--- src/rtl/pe_buffer_replay_ctrl_if.sv ---
// Handshake and buffer-control bundle between the replay controller and its
// surroundings (config source, upstream writer, PE lane, PE buffer).
interface pe_buffer_replay_ctrl_if #(
  parameter int unsigned ADDR_WIDTH = 8,
  parameter int unsigned CNT_WIDTH  = 8
);
  logic                  CFG_VALID;
  logic                  CFG_READY;
  logic [ADDR_WIDTH:0]   CFG_TILE_LEN;
  logic [CNT_WIDTH-1:0]  CFG_REPEAT;
  logic [CNT_WIDTH-1:0]  CFG_NUM_TILES;
  logic                  IN_VALID;
  logic                  IN_READY;
  logic                  OUT_READY;
  logic                  OUT_VALID;
  logic                  OUT_LAST_WORD;
  logic                  OUT_LAST_PASS;
  logic                  BUF_PUSH;
  logic                  BUF_POP;
  logic                  BUF_SAVE;
  logic                  BUF_RESTORE;
  logic                  BUF_EMPTY;
  logic                  BUF_FULL;
  logic                  BUSY;
  logic                  DONE;
  logic                  ERR;

  // Environment side: config source, upstream writer, PE lane, buffer flags.
  modport master (
    output CFG_VALID, CFG_TILE_LEN, CFG_REPEAT, CFG_NUM_TILES,
    output IN_VALID, OUT_READY, BUF_EMPTY, BUF_FULL,
    input  CFG_READY, IN_READY, OUT_VALID, OUT_LAST_WORD, OUT_LAST_PASS,
    input  BUF_PUSH, BUF_POP, BUF_SAVE, BUF_RESTORE, BUSY, DONE, ERR
  );

  // Controller side.
  modport slave (
    input  CFG_VALID, CFG_TILE_LEN, CFG_REPEAT, CFG_NUM_TILES,
    input  IN_VALID, OUT_READY, BUF_EMPTY, BUF_FULL,
    output CFG_READY, IN_READY, OUT_VALID, OUT_LAST_WORD, OUT_LAST_PASS,
    output BUF_PUSH, BUF_POP, BUF_SAVE, BUF_RESTORE, BUSY, DONE, ERR
  );
endinterface

--- src/rtl/pe_buffer_replay_ctrl.sv ---
// Replay sequencer for one PE buffer: each tile written once by the memory
// stream is read back CFG_REPEAT times via SAVE/RESTORE of the read address,
// while the next tile is written behind the buffer's checkpoint.
module pe_buffer_replay_ctrl #(
  parameter int unsigned ADDR_WIDTH = 8,
  parameter int unsigned CNT_WIDTH  = 8
) (
  input  logic                     CLK,
  input  logic                     RESET,
  pe_buffer_replay_ctrl_if.slave   bus
);

  localparam logic [ADDR_WIDTH:0]  ONE_W = (ADDR_WIDTH+1)'(1);
  localparam logic [ADDR_WIDTH:0]  DEPTH = ONE_W << ADDR_WIDTH;
  localparam logic [CNT_WIDTH-1:0] ONE_C = CNT_WIDTH'(1);

  typedef enum logic [2:0] {
    ST_IDLE,
    ST_SAVE,
    ST_READ,
    ST_RESTORE,
    ST_FINISH
  } state_t;

  state_t               state, state_d;
  logic [ADDR_WIDTH:0]  word_cnt, word_d;
  logic [CNT_WIDTH-1:0] pass_cnt, pass_d;
  logic [CNT_WIDTH-1:0] tile_cnt, tile_d;
  logic [ADDR_WIDTH:0]  cfg_tile_len;
  logic [CNT_WIDTH-1:0] cfg_repeat;
  logic [CNT_WIDTH-1:0] cfg_num_tiles;
  logic [ADDR_WIDTH:0]  wr_words;
  logic [CNT_WIDTH-1:0] wr_tiles;
  logic                 out_valid, out_last_word, out_last_pass;
  logic                 done, err;

  logic                 cfg_accept, cfg_bad, busy;
  logic                 in_ready, push, pop, save, restore;
  logic [ADDR_WIDTH:0]  tile_last;
  logic [CNT_WIDTH-1:0] rep_last, tiles_last;

  assign cfg_accept = bus.CFG_VALID && (state == ST_IDLE);
  assign cfg_bad    = (bus.CFG_TILE_LEN == '0) || (bus.CFG_TILE_LEN > DEPTH) ||
                      (bus.CFG_REPEAT == '0) || (bus.CFG_NUM_TILES == '0);
  assign busy       = (state != ST_IDLE);
  assign tile_last  = cfg_tile_len - ONE_W;
  assign rep_last   = cfg_repeat - ONE_C;
  assign tiles_last = cfg_num_tiles - ONE_C;

  // Write side runs independently of the read FSM; it only pauses during
  // RESTORE so the buffer never sees a push and a read-address rewind together.
  assign in_ready = busy && !bus.BUF_FULL && (state != ST_RESTORE) &&
                    (wr_tiles < cfg_num_tiles);
  assign push     = bus.IN_VALID && in_ready;

  // Read FSM next-state and buffer read controls.
  always_comb begin
    state_d = state;
    word_d  = word_cnt;
    pass_d  = pass_cnt;
    tile_d  = tile_cnt;
    pop     = 1'b0;
    save    = 1'b0;
    restore = 1'b0;
    unique case (state)
      ST_IDLE: begin
        if (cfg_accept && !cfg_bad) begin
          state_d = ST_SAVE;
          pass_d  = '0;
          tile_d  = '0;
        end
      end
      ST_SAVE: begin
        save    = 1'b1;
        word_d  = '0;
        state_d = ST_READ;
      end
      ST_READ: begin
        pop = bus.OUT_READY && !bus.BUF_EMPTY;
        if (pop) begin
          word_d = word_cnt + ONE_W;
          if (word_cnt == tile_last) begin
            word_d = '0;
            if (pass_cnt < rep_last) begin
              state_d = ST_RESTORE;
              pass_d  = pass_cnt + ONE_C;
            end else if (tile_cnt < tiles_last) begin
              state_d = ST_SAVE;
              pass_d  = '0;
              tile_d  = tile_cnt + ONE_C;
            end else begin
              state_d = ST_FINISH;
            end
          end
        end
      end
      ST_RESTORE: begin
        restore = 1'b1;
        word_d  = '0;
        state_d = ST_READ;
      end
      ST_FINISH: begin
        state_d = ST_IDLE;
      end
      default: state_d = ST_IDLE;
    endcase
  end

  // Read FSM state, counters and latched job configuration.
  always_ff @(posedge CLK) begin
    if (RESET) begin
      state         <= ST_IDLE;
      word_cnt      <= '0;
      pass_cnt      <= '0;
      tile_cnt      <= '0;
      cfg_tile_len  <= '0;
      cfg_repeat    <= '0;
      cfg_num_tiles <= '0;
    end else begin
      state    <= state_d;
      word_cnt <= word_d;
      pass_cnt <= pass_d;
      tile_cnt <= tile_d;
      if (cfg_accept && !cfg_bad) begin
        cfg_tile_len  <= bus.CFG_TILE_LEN;
        cfg_repeat    <= bus.CFG_REPEAT;
        cfg_num_tiles <= bus.CFG_NUM_TILES;
      end
    end
  end

  // Write-side word/tile counters, restarted on every accepted job.
  always_ff @(posedge CLK) begin
    if (RESET) begin
      wr_words <= '0;
      wr_tiles <= '0;
    end else if (cfg_accept && !cfg_bad) begin
      wr_words <= '0;
      wr_tiles <= '0;
    end else if (push) begin
      if (wr_words == tile_last) begin
        wr_words <= '0;
        wr_tiles <= wr_tiles + ONE_C;
      end else begin
        wr_words <= wr_words + ONE_W;
      end
    end
  end

  // Output tags follow the pop by one cycle to line up with buffer DATA_OUT.
  always_ff @(posedge CLK) begin
    if (RESET) begin
      out_valid     <= 1'b0;
      out_last_word <= 1'b0;
      out_last_pass <= 1'b0;
      done          <= 1'b0;
      err           <= 1'b0;
    end else begin
      out_valid     <= pop;
      out_last_word <= pop && (word_cnt == tile_last);
      out_last_pass <= pop && (pass_cnt == rep_last);
      done          <= (state == ST_FINISH);
      err           <= cfg_accept && cfg_bad;
    end
  end

  assign bus.CFG_READY     = (state == ST_IDLE);
  assign bus.IN_READY      = in_ready;
  assign bus.BUF_PUSH      = push;
  assign bus.BUF_POP       = pop;
  assign bus.BUF_SAVE      = save;
  assign bus.BUF_RESTORE   = restore;
  assign bus.OUT_VALID     = out_valid;
  assign bus.OUT_LAST_WORD = out_last_word;
  assign bus.OUT_LAST_PASS = out_last_pass;
  assign bus.BUSY          = busy;
  assign bus.DONE          = done;
  assign bus.ERR           = err;

endmodule

--- src/flat_wrapper.sv ---
// flat-port wrapper written by rule: the top's interface ports become plain ports
module pe_buffer_replay_ctrl_flat 
#(
  parameter int unsigned ADDR_WIDTH = 8,
  parameter int unsigned CNT_WIDTH  = 8
)
  (CLK, RESET, bus_CFG_VALID, bus_CFG_TILE_LEN, bus_CFG_REPEAT, bus_CFG_NUM_TILES, bus_IN_VALID, bus_OUT_READY, bus_BUF_EMPTY, bus_BUF_FULL, bus_CFG_READY, bus_IN_READY, bus_OUT_VALID, bus_OUT_LAST_WORD, bus_OUT_LAST_PASS, bus_BUF_PUSH, bus_BUF_POP, bus_BUF_SAVE, bus_BUF_RESTORE, bus_BUSY, bus_DONE, bus_ERR);
  pe_buffer_replay_ctrl_if #(.ADDR_WIDTH(ADDR_WIDTH), .CNT_WIDTH(CNT_WIDTH)) bus_i ();
  input  logic CLK;
  input  logic RESET;
  input wire logic [$bits(bus_i.CFG_VALID)-1:0] bus_CFG_VALID;
  input wire logic [$bits(bus_i.CFG_TILE_LEN)-1:0] bus_CFG_TILE_LEN;
  input wire logic [$bits(bus_i.CFG_REPEAT)-1:0] bus_CFG_REPEAT;
  input wire logic [$bits(bus_i.CFG_NUM_TILES)-1:0] bus_CFG_NUM_TILES;
  input wire logic [$bits(bus_i.IN_VALID)-1:0] bus_IN_VALID;
  input wire logic [$bits(bus_i.OUT_READY)-1:0] bus_OUT_READY;
  input wire logic [$bits(bus_i.BUF_EMPTY)-1:0] bus_BUF_EMPTY;
  input wire logic [$bits(bus_i.BUF_FULL)-1:0] bus_BUF_FULL;
  output wire logic [$bits(bus_i.CFG_READY)-1:0] bus_CFG_READY;
  output wire logic [$bits(bus_i.IN_READY)-1:0] bus_IN_READY;
  output wire logic [$bits(bus_i.OUT_VALID)-1:0] bus_OUT_VALID;
  output wire logic [$bits(bus_i.OUT_LAST_WORD)-1:0] bus_OUT_LAST_WORD;
  output wire logic [$bits(bus_i.OUT_LAST_PASS)-1:0] bus_OUT_LAST_PASS;
  output wire logic [$bits(bus_i.BUF_PUSH)-1:0] bus_BUF_PUSH;
  output wire logic [$bits(bus_i.BUF_POP)-1:0] bus_BUF_POP;
  output wire logic [$bits(bus_i.BUF_SAVE)-1:0] bus_BUF_SAVE;
  output wire logic [$bits(bus_i.BUF_RESTORE)-1:0] bus_BUF_RESTORE;
  output wire logic [$bits(bus_i.BUSY)-1:0] bus_BUSY;
  output wire logic [$bits(bus_i.DONE)-1:0] bus_DONE;
  output wire logic [$bits(bus_i.ERR)-1:0] bus_ERR;
  assign bus_i.CFG_VALID = bus_CFG_VALID;
  assign bus_i.CFG_TILE_LEN = bus_CFG_TILE_LEN;
  assign bus_i.CFG_REPEAT = bus_CFG_REPEAT;
  assign bus_i.CFG_NUM_TILES = bus_CFG_NUM_TILES;
  assign bus_i.IN_VALID = bus_IN_VALID;
  assign bus_i.OUT_READY = bus_OUT_READY;
  assign bus_i.BUF_EMPTY = bus_BUF_EMPTY;
  assign bus_i.BUF_FULL = bus_BUF_FULL;
  assign bus_CFG_READY = bus_i.CFG_READY;
  assign bus_IN_READY = bus_i.IN_READY;
  assign bus_OUT_VALID = bus_i.OUT_VALID;
  assign bus_OUT_LAST_WORD = bus_i.OUT_LAST_WORD;
  assign bus_OUT_LAST_PASS = bus_i.OUT_LAST_PASS;
  assign bus_BUF_PUSH = bus_i.BUF_PUSH;
  assign bus_BUF_POP = bus_i.BUF_POP;
  assign bus_BUF_SAVE = bus_i.BUF_SAVE;
  assign bus_BUF_RESTORE = bus_i.BUF_RESTORE;
  assign bus_BUSY = bus_i.BUSY;
  assign bus_DONE = bus_i.DONE;
  assign bus_ERR = bus_i.ERR;
  pe_buffer_replay_ctrl #(.ADDR_WIDTH(ADDR_WIDTH), .CNT_WIDTH(CNT_WIDTH)) u_core (.CLK(CLK), .RESET(RESET), .bus(bus_i));
endmodule
--- config.mk ---
export PLATFORM = sky130hd
export DESIGN_NAME = pe_buffer_replay_ctrl_flat
export DESIGN_NICKNAME = d
export VERILOG_FILES = /design/src/rtl/pe_buffer_replay_ctrl_if.sv /design/src/rtl/pe_buffer_replay_ctrl.sv /design/src/flat_wrapper.sv
export SDC_FILE = /design/constraint.sdc
export NUM_CORES = 1
export LEC_CHECK = 0
export ABC_AREA = 1
export BUFFER_PORTS_ARGS = -buffer_cell sky130_fd_sc_hd__buf_2
export CAP_MARGIN = 20
export CORE_MARGIN = 2
export CORE_UTILIZATION = 55
export DETAILED_ROUTE_END_ITERATION = 6
export HOLD_SLACK_MARGIN = 0.15
export PLACE_DENSITY = 0.75
export SLEW_MARGIN = 30
export SYNTH_ARGS = -nofsm -noshare
export SYNTH_HDL_FRONTEND = slang
export SYNTH_SLANG_ARGS = --single-unit
export TNS_END_PERCENT = 10
--- constraint.sdc ---
create_clock -name CLK -period 4.8 [get_ports CLK]
set_input_delay 0.72 -clock CLK [delete_from_list [all_inputs] [get_ports CLK]]
set_output_delay 0.72 -clock CLK [all_outputs]
set_load 0.005 [all_outputs]
==> impl_metrics.ini <==
[outcome]
status = complete, no violations

[placed_design]
placed_area_sq_um = 4955
portBuffers = 43
dp_cells = 821
place.gp.congestion = 0.8954
post-place-ws_ps = 1925
place_hpwl_um = 8427

[power]
p_leak_nw = 2.271
combPwrFrac_pct = 47.1
power.density_nw_per_um2 = 478.3
seq_power_share_pct = 32.2
power.internal_mw = 1.365
switchingPower_mw = 1.103
power_frac_clock_pct = 20.6
peakVddDrop_uv = 252.4
switching_share_pct = 44.69
power_mw = 2.468

[timing]
hold_viol_final = 0
setup_tns_ps = 0
fin_crit_sh_pct = 65.72
max_freq_mhz = 317.0
grt_setup_unrepaired = false
fin_skew_ps = 12.51
fin_crit_ps = 3154
setup_ws_ps = 1646
worst_slew_pin_slew_ps = 603.7
hold_slack_ps = 451.1
finalSetupViolations = 0
slew_headroom_pct = 59.69
maxSlewViolCount = 0

[die]
die_w_um = 96.09
core_area_sq_um = 8217
io_pins = 44
rows = 33
start_util_pct = 56.77
die_y_um = 96.09
dieArea_sq_um = 9233

[setup_path]
worstPathArrival_ps = 2430
crit-reg2reg-capture = u_core.pass_cnt[5]
reg2reg_setup_slack_ps = 1870
r2r_cells = 15
cp_max_fo = 12
startpoint = u_core.cfg_num_tiles[5]
crit_path_start_kind = flop
setup.worst_path.end = bus_BUF_PUSH
required_ps = 4080
crit_type = flop to output pin
end_kind = output pin
r2r-start = u_core.cfg_repeat[0]

[yosys]
synth.top_cell.area_share_pct = 32.19
synth.distinct_cells = 34
yosysMostFrequentCell = nand2_1
synthFlopType = dfxtp_1
synth_common_cells = nand2_1, nor2_1, inv_1, dfxtp_1, nand3_1
ys_top_cells_by_area = dfxtp_1, nand2_1, ha_1
synthArstFlopShare_pct = 0
synth_nets = 748
netlist_instances = 686
ys_seq_area_share_pct = 32.19
synth_edf_count = 0
yosys_warnings = 0
synthesis.area_sq_um = 4664
syn_avg_cell_area_sq_um = 6.800
synth_seq_cells = 75
synth_area_leader_cell = dfxtp_1

[grt]
grt_pass1_wl_um = 18530
antenna_found_initial = 1
track_usage_pct = 25.58
grt_max_degree = 48
grt_pass1_vias = 4201
gr-total-overflow = 0

[cells_and_area]
finalNetCount = 789
syn2layout_area_growth_pct = 10.60
design_area_sq_um = 5159
instances_no_fill = 837
antenna_cells = 0
drive_gt1_share_pct = 10.66
seq_area_sq_um = 1501
multiInputGateArea_sq_um = 2791
final_util_pct = 62.78
fillers = 751

[worst_hold_path]
hp-class = flop to flop
hold_start = u_core.state[0]

[cts]
htreeDepth = 3
postCtsResizedCells = 0
clock-sinks = 75
holdBufCountCts = 0
cts_buffer_depth = 2
cts_buffers = 9
root_buffer = clkbuf_8
post_cts_buffers = 0
path_clk_slew_ps = 80
cts_tree = yes
insertion_delay_ps = 360

[detailed_routing]
viasPerCell = 5.436
vias = 4550
first_pass_iters = 4
wire_per_inst_um = 13.15
drcViolationCount = 0
first_iter_violations = 208
ant_nets = 0
routed_wl_um = 11010

[run]
cap_violations = 0
## how the worst min path moves through the flow
stage                      end  depth (start not counted)
2_1_floorplan  u_core.bus.DONE                          1
3_5_place_dp   u_core.bus.DONE                          1
5_1_grt        u_core.bus.DONE                          2
6_report       u_core.bus.DONE                          1
3_3_place_gp   u_core.bus.DONE                          1
4_1_cts        u_core.bus.DONE                          1
## area by class of cell
class,count,area share [%]
Clock buffer,12,3.008
Clock inverter,4,0.9459
Multi-Input combinational cell,515,54.11
Tap cell,105,2.547
Sequential cell,75,29.11
Timing Repair Buffer,44,4.317
Inverter,82,5.967
## power by group through the flow
stage | clock [mW] | combinational [mW] | sequential, mW
finish | 0.509 | 1.16 | 0.796
global route | 0.538 | 1.34 | 0.809
CTS | 0.514 | 1.16 | 0.794
detailed placement | 0 | 1.15 | 0.807
global placement | 0 | 1.12 | 0.807
floorplan | 0 | 0.903 | 0.789
## routing by layer
| layer | track usage [%] | vias to the layer above | share of wire, % |
|---|---|---|---|
| met1 | 32.69 | 2077 | 46 |
| met2 | 42.53 | 94 | 47 |
| met4 | 10.83 | 2 | 2.5 |
| met3 | 4.229 | 26 | 4.4 |
| li1 | - | 2351 | - |
| met5 | 0 | - | 0.12 |
## sequential cells by signal, summed over array words and instances (netlist names)
register,flops
u_core.cfg_tile_len,9
u_core.word_cnt,9
u_core.wr_words,9
u_core.cfg_num_tiles,8
u_core.cfg_repeat,8
u_core.pass_cnt,8
u_core.tile_cnt,8
u_core.wr_tiles,8
u_core.state,3
u_core.bus.DONE,1
u_core.bus.ERR,1
u_core.bus.OUT_LAST_PASS,1
u_core.bus.OUT_LAST_WORD,1
u_core.bus.OUT_VALID,1
## worst max-delay path, stage by stage, from the launching register on
cell and delay (ps):
dfxtp_1 390, inv_1 80, ha_1 290, a21oi_1 130, nor2_1 50, a211oi_1 260, nand3_1 180, nor2_2 480
buf_2 220
## logic make-up after synthesis
kind of cell,count (synthesis),share of synthesized area (%)
flip-flops,75,32.19
AO/OA/AOI/OAI,99,10.94
buffers and inverters,96,7.966
AND/OR/NAND/NOR,347,33.50
multiplexers,1,0.2146
XOR/XNOR,38,7.135
adder cells (fa/ha/maj),30,8.047
## cells in the final DEF (no fill, tap or decap), types with 2 or more instances in the layout
master / n
a211oi_1: 2
a21oi_1: 54
a31oi_1: 3
buf_2: 43
clkbuf_8: 11
clkinv_2: 2
dfxtp_1: 75
ha_1: 30
inv_1: 77
inv_2: 4
nand2_1: 127
nand2_2: 3
nand3_1: 58
nand3b_1: 2
nand4_1: 28
nor2_1: 91
nor2_2: 7
nor3_1: 22
nor3b_1: 2
nor4_1: 2
o21ai_0: 37
xnor2_1: 9
xor2_1: 29
(Power assumes the default switching activity.)
